[src/rtl/window_match_fsm_pkg.sv]
// Shared types and the window comparison used by the window-match detector.
package window_fsm_pkg;

    typedef enum logic [1:0] {
        MATCH_EXACT,
        MATCH_AT_LEAST,
        MATCH_AT_MOST
    } match_mode_e;

    typedef enum logic {
        IDLE = 1'b0,
        RUN  = 1'b1
    } win_state_e;

    function automatic logic cmp(input int unsigned count, input int unsigned target,
                                 input match_mode_e mode);
        case (mode)
            MATCH_EXACT:    return count == target;
            MATCH_AT_LEAST: return count >= target;
            MATCH_AT_MOST:  return count <= target;
            default:        return 1'b0;
        endcase
    endfunction

endpackage

[src/rtl/window_match_fsm_if.sv]
// Arm/data/stop inputs and registered status outputs of the window-match detector.
interface window_match_fsm_if #(
    parameter int HIT_W = 8
);
    logic             s;
    logic             w;
    logic             stop;
    logic             z;
    logic             win_done;
    logic             busy;
    logic [HIT_W-1:0] hit_count;

    modport master (output s, w, stop, input z, win_done, busy, hit_count);
    modport slave  (input s, w, stop, output z, win_done, busy, hit_count);
endinterface

[src/rtl/window_match_fsm_tally.sv]
// Position and ones counters for one sampling window; wraps to zero after the last sample.
module window_tally #(
    parameter int WIN_LEN = 3,
    parameter int CW      = $clog2(WIN_LEN + 1)
) (
    input  logic          clk,
    input  logic          clear,
    input  logic          sample_en,
    input  logic          w,
    output logic          last,
    output logic [CW-1:0] ones_total
);
    logic [CW-1:0] pos;
    logic [CW-1:0] ones;

    assign last       = (pos == CW'(WIN_LEN - 1));
    // Includes the current sample, so it is the full window count on the last cycle.
    assign ones_total = ones + CW'(w);

    always_ff @(posedge clk) begin
        if (clear) begin
            pos  <= '0;
            ones <= '0;
        end else if (sample_en) begin
            if (last) begin
                pos  <= '0;
                ones <= '0;
            end else begin
                pos  <= pos + CW'(1);
                ones <= ones_total;
            end
        end
    end
endmodule

[src/rtl/window_match_fsm.sv]
// Armed window detector: counts w ones over back-to-back WIN_LEN windows and flags matches.
module window_match_fsm
    import window_fsm_pkg::*;
#(
    parameter int          WIN_LEN = 3,
    parameter int          TARGET  = 2,
    parameter match_mode_e MODE    = MATCH_EXACT,
    parameter int          HIT_W   = 8
) (
    input  logic              clk,
    input  logic              reset,
    window_match_fsm_if.slave bus
);
    localparam int               CW      = $clog2(WIN_LEN + 1);
    localparam logic [0:0]       ST_IDLE = IDLE;
    localparam logic [0:0]       ST_RUN  = RUN;
    localparam logic [CW-1:0]    TGT     = CW'(TARGET);
    localparam logic [HIT_W-1:0] HIT_MAX = '1;

    generate
        if (WIN_LEN < 1 || TARGET > WIN_LEN) begin : g_bad_params
            $fatal(1, "window_match_fsm: need WIN_LEN >= 1 and TARGET <= WIN_LEN");
        end
    endgenerate

    logic [0:0]       state;
    logic             run;
    logic             last;
    logic             fire;
    logic             hit_now;
    logic [CW-1:0]    ones_total;
    logic             z_q;
    logic             done_q;
    logic [HIT_W-1:0] hit_q;

    assign run     = (state == ST_RUN);
    // stop discards the window even on its last sample.
    assign fire    = run & ~bus.stop & last;
    assign hit_now = fire & cmp(32'(ones_total), 32'(TGT), MODE);

    window_tally #(.WIN_LEN(WIN_LEN), .CW(CW)) u_tally (
        .clk        (clk),
        .clear      (reset | ~run),
        .sample_en  (run & ~bus.stop),
        .w          (bus.w),
        .last       (last),
        .ones_total (ones_total)
    );

    always_ff @(posedge clk) begin
        if (reset) begin
            state  <= ST_IDLE;
            z_q    <= 1'b0;
            done_q <= 1'b0;
            hit_q  <= '0;
        end else begin
            z_q    <= hit_now;
            done_q <= fire;
            if (hit_now && hit_q != HIT_MAX)
                hit_q <= hit_q + HIT_W'(1);
            case (state)
                ST_IDLE: if (bus.s && !bus.stop) state <= ST_RUN;
                default: if (bus.stop)           state <= ST_IDLE;
            endcase
        end
    end

    assign bus.z         = z_q;
    assign bus.win_done  = done_q;
    assign bus.busy      = run;
    assign bus.hit_count = hit_q;
endmodule

[src/flat_wrapper.sv]
// flat-port wrapper written by rule: the top's interface ports become plain ports
module window_match_fsm_flat import window_fsm_pkg::*;
#(
    parameter int          WIN_LEN = 3,
    parameter int          TARGET  = 2,
    parameter match_mode_e MODE    = MATCH_EXACT,
    parameter int          HIT_W   = 8
)
  (clk, reset, bus_s, bus_w, bus_stop, bus_z, bus_win_done, bus_busy, bus_hit_count);
  window_match_fsm_if #(.HIT_W(HIT_W)) bus_i ();
  input  logic clk;
  input  logic reset;
  input wire logic [$bits(bus_i.s)-1:0] bus_s;
  input wire logic [$bits(bus_i.w)-1:0] bus_w;
  input wire logic [$bits(bus_i.stop)-1:0] bus_stop;
  output wire logic [$bits(bus_i.z)-1:0] bus_z;
  output wire logic [$bits(bus_i.win_done)-1:0] bus_win_done;
  output wire logic [$bits(bus_i.busy)-1:0] bus_busy;
  output wire logic [$bits(bus_i.hit_count)-1:0] bus_hit_count;
  assign bus_i.s = bus_s;
  assign bus_i.w = bus_w;
  assign bus_i.stop = bus_stop;
  assign bus_z = bus_i.z;
  assign bus_win_done = bus_i.win_done;
  assign bus_busy = bus_i.busy;
  assign bus_hit_count = bus_i.hit_count;
  window_match_fsm #(.WIN_LEN(WIN_LEN), .TARGET(TARGET), .MODE(MODE), .HIT_W(HIT_W)) u_core (.clk(clk), .reset(reset), .bus(bus_i));
endmodule
[config.mk]
export PLATFORM = sky130hd
export DESIGN_NAME = window_match_fsm_flat
export DESIGN_NICKNAME = d
export VERILOG_FILES = /design/src/rtl/window_match_fsm_pkg.sv /design/src/rtl/window_match_fsm_if.sv /design/src/rtl/window_match_fsm_tally.sv /design/src/rtl/window_match_fsm.sv /design/src/flat_wrapper.sv
export SDC_FILE = /design/constraint.sdc
export NUM_CORES = 1
export LEC_CHECK = 0
export ABC_AREA = 1
export BUFFER_PORTS_ARGS = -buffer_cell sky130_fd_sc_hd__buf_2
export CAP_MARGIN = 20
export CORE_UTILIZATION = 35
export CTS_CLUSTER_DIAMETER = 100
export DETAILED_ROUTE_END_ITERATION = 10
export GPL_TIMING_DRIVEN = 1
export PLACE_DENSITY = 0.59
export SYNTH_ARGS = -nofsm -noshare
export SYNTH_HDL_FRONTEND = slang
export SYNTH_SLANG_ARGS = --single-unit
[constraint.sdc]
create_clock -name clk -period 2.91 [get_ports clk]
set_clock_uncertainty 0.2 [all_clocks]
set_input_delay 0.291 -clock clk [delete_from_list [all_inputs] [get_ports clk]]
set_output_delay 0.291 -clock clk [all_outputs]
set_load 0.005 [all_outputs]
==> Word-level counts from Yosys, hierarchy flattened <==
Cells that the tools add are included.
{ "word_totals": {"reg_bits": 15, "elab_cells": 26} }
{ "classes": {"add_sub_neg": 3, "n_eq_ne": 3, "muxes": 5, "n_bitwise": 6, "n_reduce_logical": 3} }
{ "op_table": {"columns": ["cell", "n"], "rows": [
  ["adder 8 x 1 -> 8 bit, second input constant", 1],
  ["inequality test 8 bit, second input constant", 1],
  ["== test 2 bit, second input constant", 2],
  ["2-to-1 mux 2 bit", 2],
  ["bitwise AND 1 bit", 3],
  ["2-to-1 mux 1 bit", 3],
  ["adder 2 x 1 -> 2 bit", 1],
  ["adder 2 x 1 -> 2 bit, second input constant", 1],
  ["logical AND 1 bit", 2],
  ["NOT 1 bit", 2],
  ["zero test 1 bit", 1],
  ["OR 1 bit", 1]
]} }

==> Longest topological paths before layout <==
{ "depth": {"word_depth": 5, "depth_mapped": 9, "mapped_depth_nobuf": 9} }

==> Modules after synthesis <==
Synthesis repeated with hierarchy kept, for this count alone.
{ "unflattened": {"cells_unflattened": 114, "area_unflattened_um2": 788.3} }
{ "by_module_without_submodules": {"columns": ["module", "instances", "cells_each", "area_per_inst_um2", "seq_area_each_um2"], "rows": [
  ["window_match_fsm", 1, 85, 594.3, 220.2],
  ["window_tally", 1, 29, 193.9, 80.1]
]} }

==> Least setup slack after synthesis <==
Ideal clock, no wire load.
{ "synth_timing": {"path_kind": "input port to flip-flop", "from": "input port bus_w", "to": "register u_core.hit_q[0] (netlist: u_core.bus.hit_count[0])", "arrival_ns": 1.144, "required_time_ns": 2.595, "setup_slack_ns": 1.451, "path_stages": 8, "n_path_buf": 1, "path_cell_list": "ha_1 inv_1 nand3_4 nor2_8 buf_8 nand3_1 nand2_1 nor2_1"} }
{ "synth_between": {"elab_chain_len": 4} }
{ "synth_rtl": {"columns": ["element", "line_no", "text"], "rows": [
  ["start: declaration", "flat_wrapper.sv:14", "input wire logic [$bits(bus_i.w)-1:0] bus_w;"],
  ["adder 2 x 1 -> 2 bit", "window_match_fsm_tally.sv:18", "assign ones_total = ones + CW'(w);"],
  ["== test 2 bit", "window_match_fsm_pkg.sv:18", "MATCH_EXACT: return count == target;"],
  ["bitwise AND 1 bit", "window_match_fsm.sv:39", "assign hit_now = fire & cmp(32'(ones_total), 32'(TGT), MODE);"],
  ["logical AND 1 bit", "window_match_fsm.sv:59", "if (hit_now && hit_q != HIT_MAX)"],
  ["end signal: assignment", "window_match_fsm.sv:60", "hit_q <= hit_q + HIT_W'(1);"],
  ["end: declaration", "window_match_fsm.sv:34", "logic [HIT_W-1:0] hit_q;"]
]} }
Every way passes these cells.
A chain may end at the register's enable or synchronous reset.

==> Final worst setup path <==
{ "layout_timing": {"from": "register u_core.hit_q[0] (netlist: u_core.bus.hit_count[0])", "to": "register u_core.hit_q[7] (netlist: u_core.bus.hit_count[7])"} }
{ "layout_between": {"elab_chain_len": 2, "elab_cells_between_ends": 3} }
{ "layout_rtl": {"columns": ["element"], "rows": [
  ["parallel branches: the longest is 2 deep, another holds adder 8 x 1 -> 8 bit"]
]} }
Parallel ways; which one is timed is not known.

==> impl_metrics.ini <==
[status]
status = finished clean

[cells_and_area]
fin_cells = 161
mostFrequentLayoutCells = nand2_1 (24), inv_1 (18), nor2_1 (15), buf_2 (15), dfxtp_1 (15)
n_antenna_cell = 0
final.fill_count = 253
mostFrequentLayoutCell = nand2_1
drive_gt1_frac = 0.211
layout.nets = 141
area_growth_pct = 15.0

[sta]
hold_violations = 0
fin_crit_sh = 0.529
relSlewSlack = 0.844
rsz0062_at_grt = no
finalSetupViolCount = 0
finalCriticalPeriod_ns = 1.54
fmaxAchievable_mhz = 650
final.setup.tns_ns = 0
worst_slew_pin_slew_ns = 0.233
drv_slew = 0

[route]
viasPerCell = 4.67
dr.pass1.iters = 4
ant_nets = 0
drc = 0
wirelength_um = 1480
wl_met3_um = 46
wl_met1_um = 692
initialDrtViolationCount = 13
wl_met2_um = 731
highest_layer = met4
wl_per_cell_um = 9.20
vias = 752

[logic_synthesis]
ys_seq_elements = 15
netlist_top_cells_area = dfxtp_1 (37%), nand2_1 (11%), inv_1 (8.3%), nor2_1 (6.9%), nand3_1 (6.1%)
ys_seq_area_frac = 0.368
yosysTopAreaCell = dfxtp_1
yosysWarnings = 0
synth_cell_type_count = 23
synthesis.nets = 122
avgSynthCellArea_um2 = 7.09
synth_top_cell_area_share = 0.368
postSynthCellCount = 115
syn_area_um2 = 816

[clock_tree]
cts.sinks = 15
clkSlewWorstSetupHoldPaths_ns = 0.09
cts_tree = built
cts_max_level = 1
post_cts_buffers = 0
clock_path_buffers = 2
hold_buffers = 0
numCtsBuffers = 3
clk_latency_ns = 0.28
clockRootBuffer = clkbuf_4
postCtsResizedCells = 0

[floorplanning]
die_y_um = 50.3
num_rows = 17
die_w_um = 50.3
design.core.area_um2 = 2210
ios = 16
initial_utilization = 0.369
dieArea_um2 = 2530

[place]
io_buffers = 15
dp.cells = 157
dpl.hpwl_um = 1190
place.gp.congestion = 0.815

[critical_path]
worstReg2RegEnd = u_core.bus.hit_count[7]
worst_ep_required_time_ns = 2.89
start_kind = flop
worst_setup_path_end_kind = flop
crit_type = flop to flop
worst-r2r-cell-count = 7
r2r_start = u_core.bus.hit_count[0]
r2r_slack_ns = 1.37
arrival_ns = 1.52
path_max_fanout = 9

[global_routing]
antenna_found_initial = 0
grt_max_degree = 15
grt_pass1_wl_um = 2640
overflow = 0
grt_pass1_vias = 649
grt_use_total = 0.136

[worst_hold_path]
worstHoldPathType = primary input to flop
hold_path_end = u_core.bus.hit_count[3]
min_path_cells = 2
min-delay-start = reset

[job]
maxCapViolCount = 0

[pwr]
total_leakage_power_nw = 0.477
powerDensity_nw_per_um2 = 360
ir_worst_vdd_mv = 0.196
-- critical path, stage by stage, from the launching register on --
cell and delay, ns:
dfxtp_1 0.37, ha_1 0.23, nand2_1 0.12, clkinv_1 0.12, nand3_2 0.17, nand2_1 0.09
nor2_1 0.11, nor2_1 0.04
-- metal layers --
layer,track usage,vias to the layer above
met5,0,-
met4,0.0857,0
met3,0.0182,2
met2,0.216,10
met1,0.172,337
li1,-,403
-- state kept, by name (all words and copies together) (netlist names) --
name,flops
u_core.bus.hit_count,8
u_core.u_tally.pos,2
u_core.bus.win_done,1
u_core.u_tally.ones,2
u_core.bus.z,1
u_core.bus.busy,1
-- synthesized netlist by cell type, drive strengths merged --
| master | n |
|---|---|
| a211oi | 1 |
| a21oi | 8 |
| buf | 1 |
| clkinv | 1 |
| dfxtp | 15 |
| ha | 2 |
| inv | 20 |
| nand2 | 25 |
| nand3 | 12 |
| nand4 | 3 |
| nor2 | 19 |
| nor3 | 3 |
| o21ai | 3 |
| o21bai | 1 |
| xor2 | 1 |
-- area by class of cell --
cell class	instances	area [um^2]	area share
Clock inverter	1	5.00	0.00533
Clock buffer	3	22.5	0.0240
Inverter	21	78.8	0.0840
Sequential cell	15	300	0.320
Timing Repair Buffer	15	75.1	0.0800
Tap cell	28	35.0	0.0373
Multi-Input combinational cell	78	422	0.449
-- cell families (layout without fill, tap and decap cells) --
logic type / count (synthesis) / after routing / synth area share
AND/OR/NAND/NOR: 62 / 62 / 0.390
adder cells (fa/ha/maj): 2 / 2 / 0.0307
flip-flops: 15 / 15 / 0.368
buffers and inverters: 22 / 40 / 0.115
XOR/XNOR: 1 / 1 / 0.0107
AO/OA/AOI/OAI: 13 / 13 / 0.0859
-- power by group --
group          internal (mW)  total (mW)  switching (mW)
combinational        0.00587      0.0158         0.00992
sequential             0.206       0.207        0.000865
clock                 0.0510       0.115          0.0638
-- worst max path at each step --
stage                                        from  slack (ns)                 endpoint
after CTS                 u_core.bus.hit_count[0]        1.37  u_core.bus.hit_count[7]
after global routing      u_core.bus.hit_count[0]        1.22  u_core.bus.hit_count[5]
after global placement                      bus_w        1.30  u_core.bus.hit_count[7]
after floorplan                             bus_w        1.45  u_core.bus.hit_count[0]
after detailed placement                    bus_w        1.29  u_core.bus.hit_count[7]
final                     u_core.bus.hit_count[0]        1.37  u_core.bus.hit_count[7]
-- through the flow --
stage,cell area (um^2),setup slack [ns],util,hold slack (ns),power [mW]
after floorplan,816,1.45,-,0.163,0.221
after global placement,911,1.30,0.412,0.257,0.228
after detailed placement,911,1.29,0.412,0.266,0.228
after CTS,938,1.37,0.424,0.0154,0.349
after global routing,938,1.22,0.424,0.0225,0.363
final,938,1.37,0.424,0.0326,0.338
Note: power is estimated with default switching activity, not from simulation.
